## src/rtl/pipe_interlock_gen_if.sv

```systemverilog
// Bus bundle between the pipeline interlock controller and the datapath.
// The master side (datapath / hazard units) raises stall and flush requests
// and the global wait; the slave side (pipe_interlock_gen) returns per-stage
// hold, bubble, kill and valid controls plus stall status and the watchdog flag.
//   nWAIT         global clock enable, low freezes the controller
//   stall_req     per-source stall request
//   stall_stage   packed per-source stage index, field i = [i*SW +: SW]
//   flush_req     kill stages 0..flush_stage
//   flush_stage   highest killed stage (clamped to STAGES-1)
//   en_bar        per-stage active-low register enable (1 = hold)
//   bubble        stage loads a bubble at the next edge
//   kill          stage must not commit side effects this cycle
//   valid         stage holds a real instruction
//   stall_active  an effective stall exists
//   stall_top     effective stall stage (0 when idle)
//   stall_timeout watchdog fired
interface pipe_interlock_gen_if #(
  parameter int STAGES = 5,
  parameter int NSRC   = 4,
  parameter int SW     = 3
);
  logic                 nWAIT;
  logic [NSRC-1:0]      stall_req;
  logic [NSRC*SW-1:0]   stall_stage;
  logic                 flush_req;
  logic [SW-1:0]        flush_stage;
  logic [STAGES-1:0]    en_bar;
  logic [STAGES-1:0]    bubble;
  logic [STAGES-1:0]    kill;
  logic [STAGES-1:0]    valid;
  logic                 stall_active;
  logic [SW-1:0]        stall_top;
  logic                 stall_timeout;

  modport master (
    output nWAIT, stall_req, stall_stage, flush_req, flush_stage,
    input  en_bar, bubble, kill, valid, stall_active, stall_top, stall_timeout
  );

  modport slave (
    input  nWAIT, stall_req, stall_stage, flush_req, flush_stage,
    output en_bar, bubble, kill, valid, stall_active, stall_top, stall_timeout
  );
endinterface

```

## src/rtl/pipe_interlock_gen.sv

```systemverilog
// Pipeline interlock controller for an in-order core (stage 0 = fetch,
// stage STAGES-1 = writeback). Tracks a valid bit per stage so refill after a
// flush happens on its own, arbitrates vectorised stall requests (oldest stage
// wins), applies a single flush port with priority over stalls at or below the
// flush point, and runs a watchdog over consecutive stalled cycles.
// Ports:
//   nGCLK   clock, all state changes on posedge
//   nRESET  asynchronous active-low reset
//   bus     pipe_interlock_gen_if slave modport (requests in, controls out)
// Hold/bubble/kill/stall status are combinational from the inputs and valid.
module pipe_interlock_gen #(
  parameter int STAGES  = 5,
  parameter int NSRC    = 4,
  parameter int SW      = 3,
  parameter int TIMEOUT = 255
) (
  input  logic                 nGCLK,
  input  logic                 nRESET,
  pipe_interlock_gen_if.slave  bus
);
  localparam int CW   = $clog2(TIMEOUT + 1);
  localparam int SPAN = 1 << SW;
  localparam logic [CW-1:0] CNT_MAX = CW'(TIMEOUT);

  logic [STAGES-1:0] valid_r;
  logic [STAGES-1:0] valid_nxt_s;
  logic [STAGES-1:0] en_bar_s;
  logic [STAGES-1:0] bubble_s;
  logic [STAGES-1:0] kill_s;
  logic [STAGES-1:0] flush_mask_s;
  logic [STAGES-1:0] hold_mask_s;
  logic [SPAN-1:0]   valid_ext_s;
  logic [SW-1:0]     flush_top_s;
  logic [SW-1:0]     stall_top_s;
  logic              stall_act_s;
  logic [CW-1:0]     cnt_r;

  // Clamp an out-of-range flush stage to the last stage
  always_comb begin
    flush_top_s = (int'(bus.flush_stage) >= STAGES) ? SW'(STAGES - 1) : bus.flush_stage;
  end

  // Stall arbiter: drop requests from bubbles, out-of-range stages and killed
  // stages, then pick the highest (oldest) remaining stage
  always_comb begin
    logic [SW-1:0] st;
    logic          eff;
    st          = '0;
    eff         = 1'b0;
    stall_act_s = 1'b0;
    stall_top_s = '0;
    // Widened copy so any SW-bit index is in range; out-of-range stages read 0
    valid_ext_s = '0;
    valid_ext_s[STAGES-1:0] = valid_r;
    for (int i = 0; i < NSRC; i++) begin
      st  = bus.stall_stage[i*SW +: SW];
      eff = bus.stall_req[i] && (int'(st) < STAGES) && valid_ext_s[st] &&
            !(bus.flush_req && (st <= flush_top_s));
      stall_top_s = (eff && (st > stall_top_s)) ? st : stall_top_s;
      stall_act_s = stall_act_s | eff;
    end
  end

  // Per-stage hold, bubble, kill and next-valid decode
  always_comb begin
    flush_mask_s = '0;
    hold_mask_s  = '0;
    en_bar_s     = '0;
    bubble_s     = '0;
    kill_s       = '0;
    valid_nxt_s  = '0;
    for (int k = 0; k < STAGES; k++) begin
      flush_mask_s[k] = bus.flush_req && (k <= int'(flush_top_s));
      hold_mask_s[k]  = stall_act_s && (k <= int'(stall_top_s));
      kill_s[k]       = ~valid_r[k] | flush_mask_s[k];
      en_bar_s[k]     = ~bus.nWAIT | hold_mask_s[k];
    end
    // Stage 0 fetches whenever it is not held; that covers the redirect target
    valid_nxt_s[0] = en_bar_s[0] ? (valid_r[0] & ~flush_mask_s[0]) : 1'b1;
    for (int k = 1; k < STAGES; k++) begin
      // A bubble enters behind a killed stage that is not itself held, and
      // directly above the stalled stage so its instruction is not duplicated
      bubble_s[k] = bus.nWAIT &&
                    ((flush_mask_s[k-1] && !hold_mask_s[k]) ||
                     (stall_act_s && (k == int'(stall_top_s) + 1)));
      valid_nxt_s[k] = hold_mask_s[k] ? (valid_r[k] & ~flush_mask_s[k]) :
                       (bubble_s[k] ? 1'b0 : valid_r[k-1]);
    end
  end

  // Valid pipeline and stall watchdog; everything freezes while nWAIT is low
  always_ff @(posedge nGCLK or negedge nRESET) begin
    if (!nRESET) begin
      valid_r <= '0;
      cnt_r   <= '0;
    end else if (bus.nWAIT) begin
      valid_r <= valid_nxt_s;
      if (!stall_act_s) begin
        cnt_r <= '0;
      end else if (cnt_r != CNT_MAX) begin
        cnt_r <= cnt_r + CW'(1);
      end else begin
        cnt_r <= cnt_r;
      end
    end else begin
      valid_r <= valid_r;
      cnt_r   <= cnt_r;
    end
  end

  assign bus.en_bar        = en_bar_s;
  assign bus.bubble        = bubble_s;
  assign bus.kill          = kill_s;
  assign bus.valid         = valid_r;
  assign bus.stall_active  = stall_act_s;
  assign bus.stall_top     = stall_top_s;
  assign bus.stall_timeout = (cnt_r == CNT_MAX);
endmodule
```

## src/flat_wrapper.sv

```systemverilog
// flat-port wrapper written by rule: the top's interface ports become plain ports
module pipe_interlock_gen_flat 
#(
  parameter int STAGES  = 5,
  parameter int NSRC    = 4,
  parameter int SW      = 3,
  parameter int TIMEOUT = 255
)
  (nGCLK, nRESET, bus_nWAIT, bus_stall_req, bus_stall_stage, bus_flush_req, bus_flush_stage, bus_en_bar, bus_bubble, bus_kill, bus_valid, bus_stall_active, bus_stall_top, bus_stall_timeout);
  pipe_interlock_gen_if #(.STAGES(STAGES), .NSRC(NSRC), .SW(SW)) bus_i ();
  input  logic nGCLK;
  input  logic nRESET;
  input wire logic [$bits(bus_i.nWAIT)-1:0] bus_nWAIT;
  input wire logic [$bits(bus_i.stall_req)-1:0] bus_stall_req;
  input wire logic [$bits(bus_i.stall_stage)-1:0] bus_stall_stage;
  input wire logic [$bits(bus_i.flush_req)-1:0] bus_flush_req;
  input wire logic [$bits(bus_i.flush_stage)-1:0] bus_flush_stage;
  output wire logic [$bits(bus_i.en_bar)-1:0] bus_en_bar;
  output wire logic [$bits(bus_i.bubble)-1:0] bus_bubble;
  output wire logic [$bits(bus_i.kill)-1:0] bus_kill;
  output wire logic [$bits(bus_i.valid)-1:0] bus_valid;
  output wire logic [$bits(bus_i.stall_active)-1:0] bus_stall_active;
  output wire logic [$bits(bus_i.stall_top)-1:0] bus_stall_top;
  output wire logic [$bits(bus_i.stall_timeout)-1:0] bus_stall_timeout;
  assign bus_i.nWAIT = bus_nWAIT;
  assign bus_i.stall_req = bus_stall_req;
  assign bus_i.stall_stage = bus_stall_stage;
  assign bus_i.flush_req = bus_flush_req;
  assign bus_i.flush_stage = bus_flush_stage;
  assign bus_en_bar = bus_i.en_bar;
  assign bus_bubble = bus_i.bubble;
  assign bus_kill = bus_i.kill;
  assign bus_valid = bus_i.valid;
  assign bus_stall_active = bus_i.stall_active;
  assign bus_stall_top = bus_i.stall_top;
  assign bus_stall_timeout = bus_i.stall_timeout;
  pipe_interlock_gen #(.STAGES(STAGES), .NSRC(NSRC), .SW(SW), .TIMEOUT(TIMEOUT)) u_core (.nGCLK(nGCLK), .nRESET(nRESET), .bus(bus_i));
endmodule
```

## config.mk

```make
export PLATFORM = sky130hd
export DESIGN_NAME = pipe_interlock_gen_flat
export DESIGN_NICKNAME = d
export VERILOG_FILES = /design/src/rtl/pipe_interlock_gen_if.sv /design/src/rtl/pipe_interlock_gen.sv /design/src/flat_wrapper.sv
export SDC_FILE = /design/constraint.sdc
export NUM_CORES = 1
export LEC_CHECK = 0
export BUFFER_PORTS_ARGS = -buffer_cell sky130_fd_sc_hd__buf_2
export CAP_MARGIN = 20
export CORE_MARGIN = 3
export CORE_UTILIZATION = 36
export DETAILED_ROUTE_END_ITERATION = 6
export GPL_TIMING_DRIVEN = 1
export PLACE_DENSITY_LB_ADDON = 0.2
export SYNTH_ARGS = -nofsm -noshare
export SYNTH_HDL_FRONTEND = slang
export SYNTH_SLANG_ARGS = --single-unit
export TNS_END_PERCENT = 30
```

## constraint.sdc

```tcl
create_clock -name nGCLK -period 7.78 [get_ports nGCLK]
set_clock_uncertainty 0.2 [all_clocks]
set_input_delay 0.778 -clock nGCLK [delete_from_list [all_inputs] [get_ports nGCLK]]
set_output_delay 0.778 -clock nGCLK [all_outputs]
set_load 0.005 [all_outputs]
```

==> implementation parameters <==
Parameter                              Value

Status
  Result of the run    complete, no violations

Job
  MaxCap Viol Count    0

Timing
  Post-layout minimum cycle time    7360 ps
  Number of max-slew violations in the final report    0
  Hold Fails Final Rpt    0
  Transition time at the pin with the least slew margin    519 ps
  Tightest slew margin relative to the limit    65.2%
  Final WS setup    418 ps
  Final clock period utilization by the worst path    94.6%
  Worst Hold Margin    210 ps
  Top achievable clock speed    136 MHz
  Final number of setup-violating endpoints    0

Clocking
  CTS tree    yes
  Worst skew pair latency    250 ps
  Maximum level of the CTS H-tree    1
  Clock sink total    13
  CTS Root Buffer Type    sky130_fd_sc_hd__clkbuf_8
  TritonCTS buffer count    3
  CTS clk-pin slew, worst paths    60 ps
  Worst-case clock buffer depth    2

Synth
  Number of storage elements in the synthesis netlist    13
  Syn_nets    266
  Warnings from Yosys    0
  Top cells by area, synth    sky130_fd_sc_hd__dfrtp_1, sky130_fd_sc_hd__ha_1, sky130_fd_sc_hd__nand2_1
  Number of standard cells after synthesis    228
  Synth Cell Area    0.00187 mm^2
  Cell with the most instances after synthesis    sky130_fd_sc_hd__nand2_1
  Synth top area share    17.4%
  Leading register cell type out of synthesis    sky130_fd_sc_hd__dfrtp_1
  Share of flip-flops with an asynchronous set or reset    100%
  Mean Syn Cell Area    8.19 um^2
  Share of the yosys chip area belonging to registers    17.4%
  Post-synth top cells    sky130_fd_sc_hd__nand2_1, sky130_fd_sc_hd__nor2_1, sky130_fd_sc_hd__ha_1, sky130_fd_sc_hd__inv_1, sky130_fd_sc_hd__o21ai_0
  Number of unique standard cell types used by synthesis    70
  Number of flops mapped to enable cells by yosys    0
  Leading area contributor after synthesis    sky130_fd_sc_hd__dfrtp_1

Detailed routing
  Routed length per placed instance    16.2 um
  Total via count after detailed routing    1933
  Routed Antenna Nets    0
  Number of DRC violations after detailed routing    0
  Detailed Route WL    5640 um
  Mean number of vias per cell    5.57
  Number of detailed-route iterations in the first pass    4
  DRC marker count from the first detailed-route iteration    91

Final layout
  Number of nets in the layout    319
  Antenna fix cells    0
  Area growth, synth to finish    21.5%
  Share of post-route cells with drive strength above 1    30.0%
  Post-route standard cell area excluding fillers    0.00227 mm^2

Placed design
  HPWL after DPL    4310 um
  Worst setup slack after placement    161 ps
  Placed standard-cell area    0.00215 mm^2
  Placer Congestion    0.870
  Port bufs    46

Pwr
  Leak    1.06 nW
  Proportion of power drawn by combinational gates    49.3%
  Part of the power in the clock network    19.9%
  Power share of the sequential group    30.9%
  Peak supply drop    0.0554 mV
  Sum of internal, switching and leakage power    0.000314 W
  Power Internal    0.000185 W
  Switching pwr    0.000129 W
  Switching part of the total power    41.0%
  Cell Pwr Density    138 mW/mm^2

Setup path
  Reg2Reg Setup Slack    2150 ps
  Critical Path Slowest Stage Cell    sky130_fd_sc_hd__mux2_2
  Termination of the worst setup path    bus_bubble[2]
  Max incr delay on CP    390 ps
  Startpoint of the worst register-to-register path    u_core.bus.valid[3]
  Crit end category    primary output
  Reg2Reg Capture Point    u_core.bus.valid[2]
  Required time of the critical path    6800 ps
  Startpoint Class    input pin
  Worst reg2reg path depth    26
  Start-to-end type of the worst setup path    in2out
  Peak fanout along the critical path    12
  Startpoint of the worst setup timing path    bus_flush_stage[2]
  WP data arrival    6380 ps

Global route
  Total GRT Usage    18.6%
  GRT overflow    0
  Global-route wire length before repair    9110 um
  Largest net degree at the start of global routing    14
  Number of antenna violations at the first check in global routing    0
  Via count of the first global-routing pass    1848

Die
  Die height    78.0 um
  Total number of placement rows    25
  Effective utilization at floorplan    38.3%
  Die X    78.0 um
  Core region area    0.00488 mm^2
  DIE AREA    0.00609 mm^2
  I/O pin count    48

Worst hold path
  Worst hold path type    in2async
## through the flow
| stage | setup TNS, ps | instances | util [%] |
|---|---|---|---|
| 2_1_floorplan | 0 | 228 | - |
| 3_3_place_gp | 0 | 337 | 44.1 |
| 3_5_place_dp | 0 | 337 | 44.1 |
| 4_1_cts | 0 | 341 | 45.0 |
| 5_1_grt | -34.1 | 347 | 46.5 |
| 6_report | 0 | 347 | 46.5 |
## state kept, by name, indices dropped and copies added (netlist names)
register and cells:
u_core.bus.valid 5, u_core.cnt_r 8
## power by group through the flow
stage               combinational (W)  clock [W]  sequential, W
finish                       0.000155  0.0000623      0.0000968
global route                 0.000172  0.0000675      0.0000985
CTS                          0.000147  0.0000638      0.0000970
detailed placement           0.000146          0      0.0000983
global placement             0.000146          0      0.0000983
floorplan                   0.0000967          0      0.0000880
## layer usage
layer | track usage (%) | vias to the layer above | wire length, um
li1 | - | 973 | -
met1 | 25.4 | 892 | 2630
met2 | 29.6 | 56 | 2550
met3 | 3.90 | 12 | 328
met4 | 5.42 | 0 | 139
met5 | 0 | - | 0
## repair_timing
| action | 4_1_cts | 5_1_grt |
|---|---|---|
| gates resized for setup | 0 | 8 |
| endpoints found under the setup margin | 0 | 11 |
| hold buffers | 0 | 0 |
| setup buffers | 0 | 6 |
## worst min-delay path by stage
stage	start	end	slack, ps
after floorplan	nRESET	u_core.bus.valid[0]	280
after global placement	u_core.cnt_r[5]	u_core.cnt_r[5]	320
after detailed placement	u_core.cnt_r[5]	u_core.cnt_r[5]	340
after CTS	nRESET	u_core.bus.valid[0]	220
after global routing	nRESET	u_core.bus.valid[0]	220
final	nRESET	u_core.cnt_r[7]	210
## cells in the final DEF (no fill, tap or decap), types with 5 or more instances in the layout
master and n:
sky130_fd_sc_hd__a21oi_1 9, sky130_fd_sc_hd__buf_2 46, sky130_fd_sc_hd__buf_4 7, sky130_fd_sc_hd__dfrtp_1 13, sky130_fd_sc_hd__ha_1 15, sky130_fd_sc_hd__inv_1 13
sky130_fd_sc_hd__mux2_2 5, sky130_fd_sc_hd__mux2i_1 5, sky130_fd_sc_hd__nand2_1 23, sky130_fd_sc_hd__nand3_1 13, sky130_fd_sc_hd__nor2_1 19, sky130_fd_sc_hd__nor2b_1 5
sky130_fd_sc_hd__o21ai_0 12, sky130_fd_sc_hd__xor2_1 5
## critical path, delay by kind of cell
family | cells | cell delay [ps]
and+or+nand+nor | 9 | 1080
AOI/OAI and AO/OA | 12 | 2020
muxes | 2 | 720
buffers and inverters | 5 | 620
adders and majority gates | 4 | 1140
## layout make-up
type                       instances  area, um^2
multi-input combinational        196        1480
clock inverter                     1        5.00
sequential                        13         325
timing repair buffer              53         283
fill                             522        2610
inverter                          14        52.6
clock buffer                       3        41.3
tap                               67        83.8
## kinds of logic (layout without fill, tap and decap cells)
| family | count (synthesis) | count (layout) | synth area share (%) |
|---|---|---|---|
| mux | 13 | 13 | 8.51 |
| compound gates | 60 | 60 | 25.3 |
| xor+xnor | 6 | 6 | 2.81 |
| flops | 13 | 13 | 17.4 |
| buf+inv | 19 | 71 | 4.89 |
| fa+ha+maj | 15 | 15 | 10.0 |
| simple gates | 101 | 101 | 30.8 |
| other cells | 1 | 1 | 0.201 |
Power figures use the tool's default switching activity.
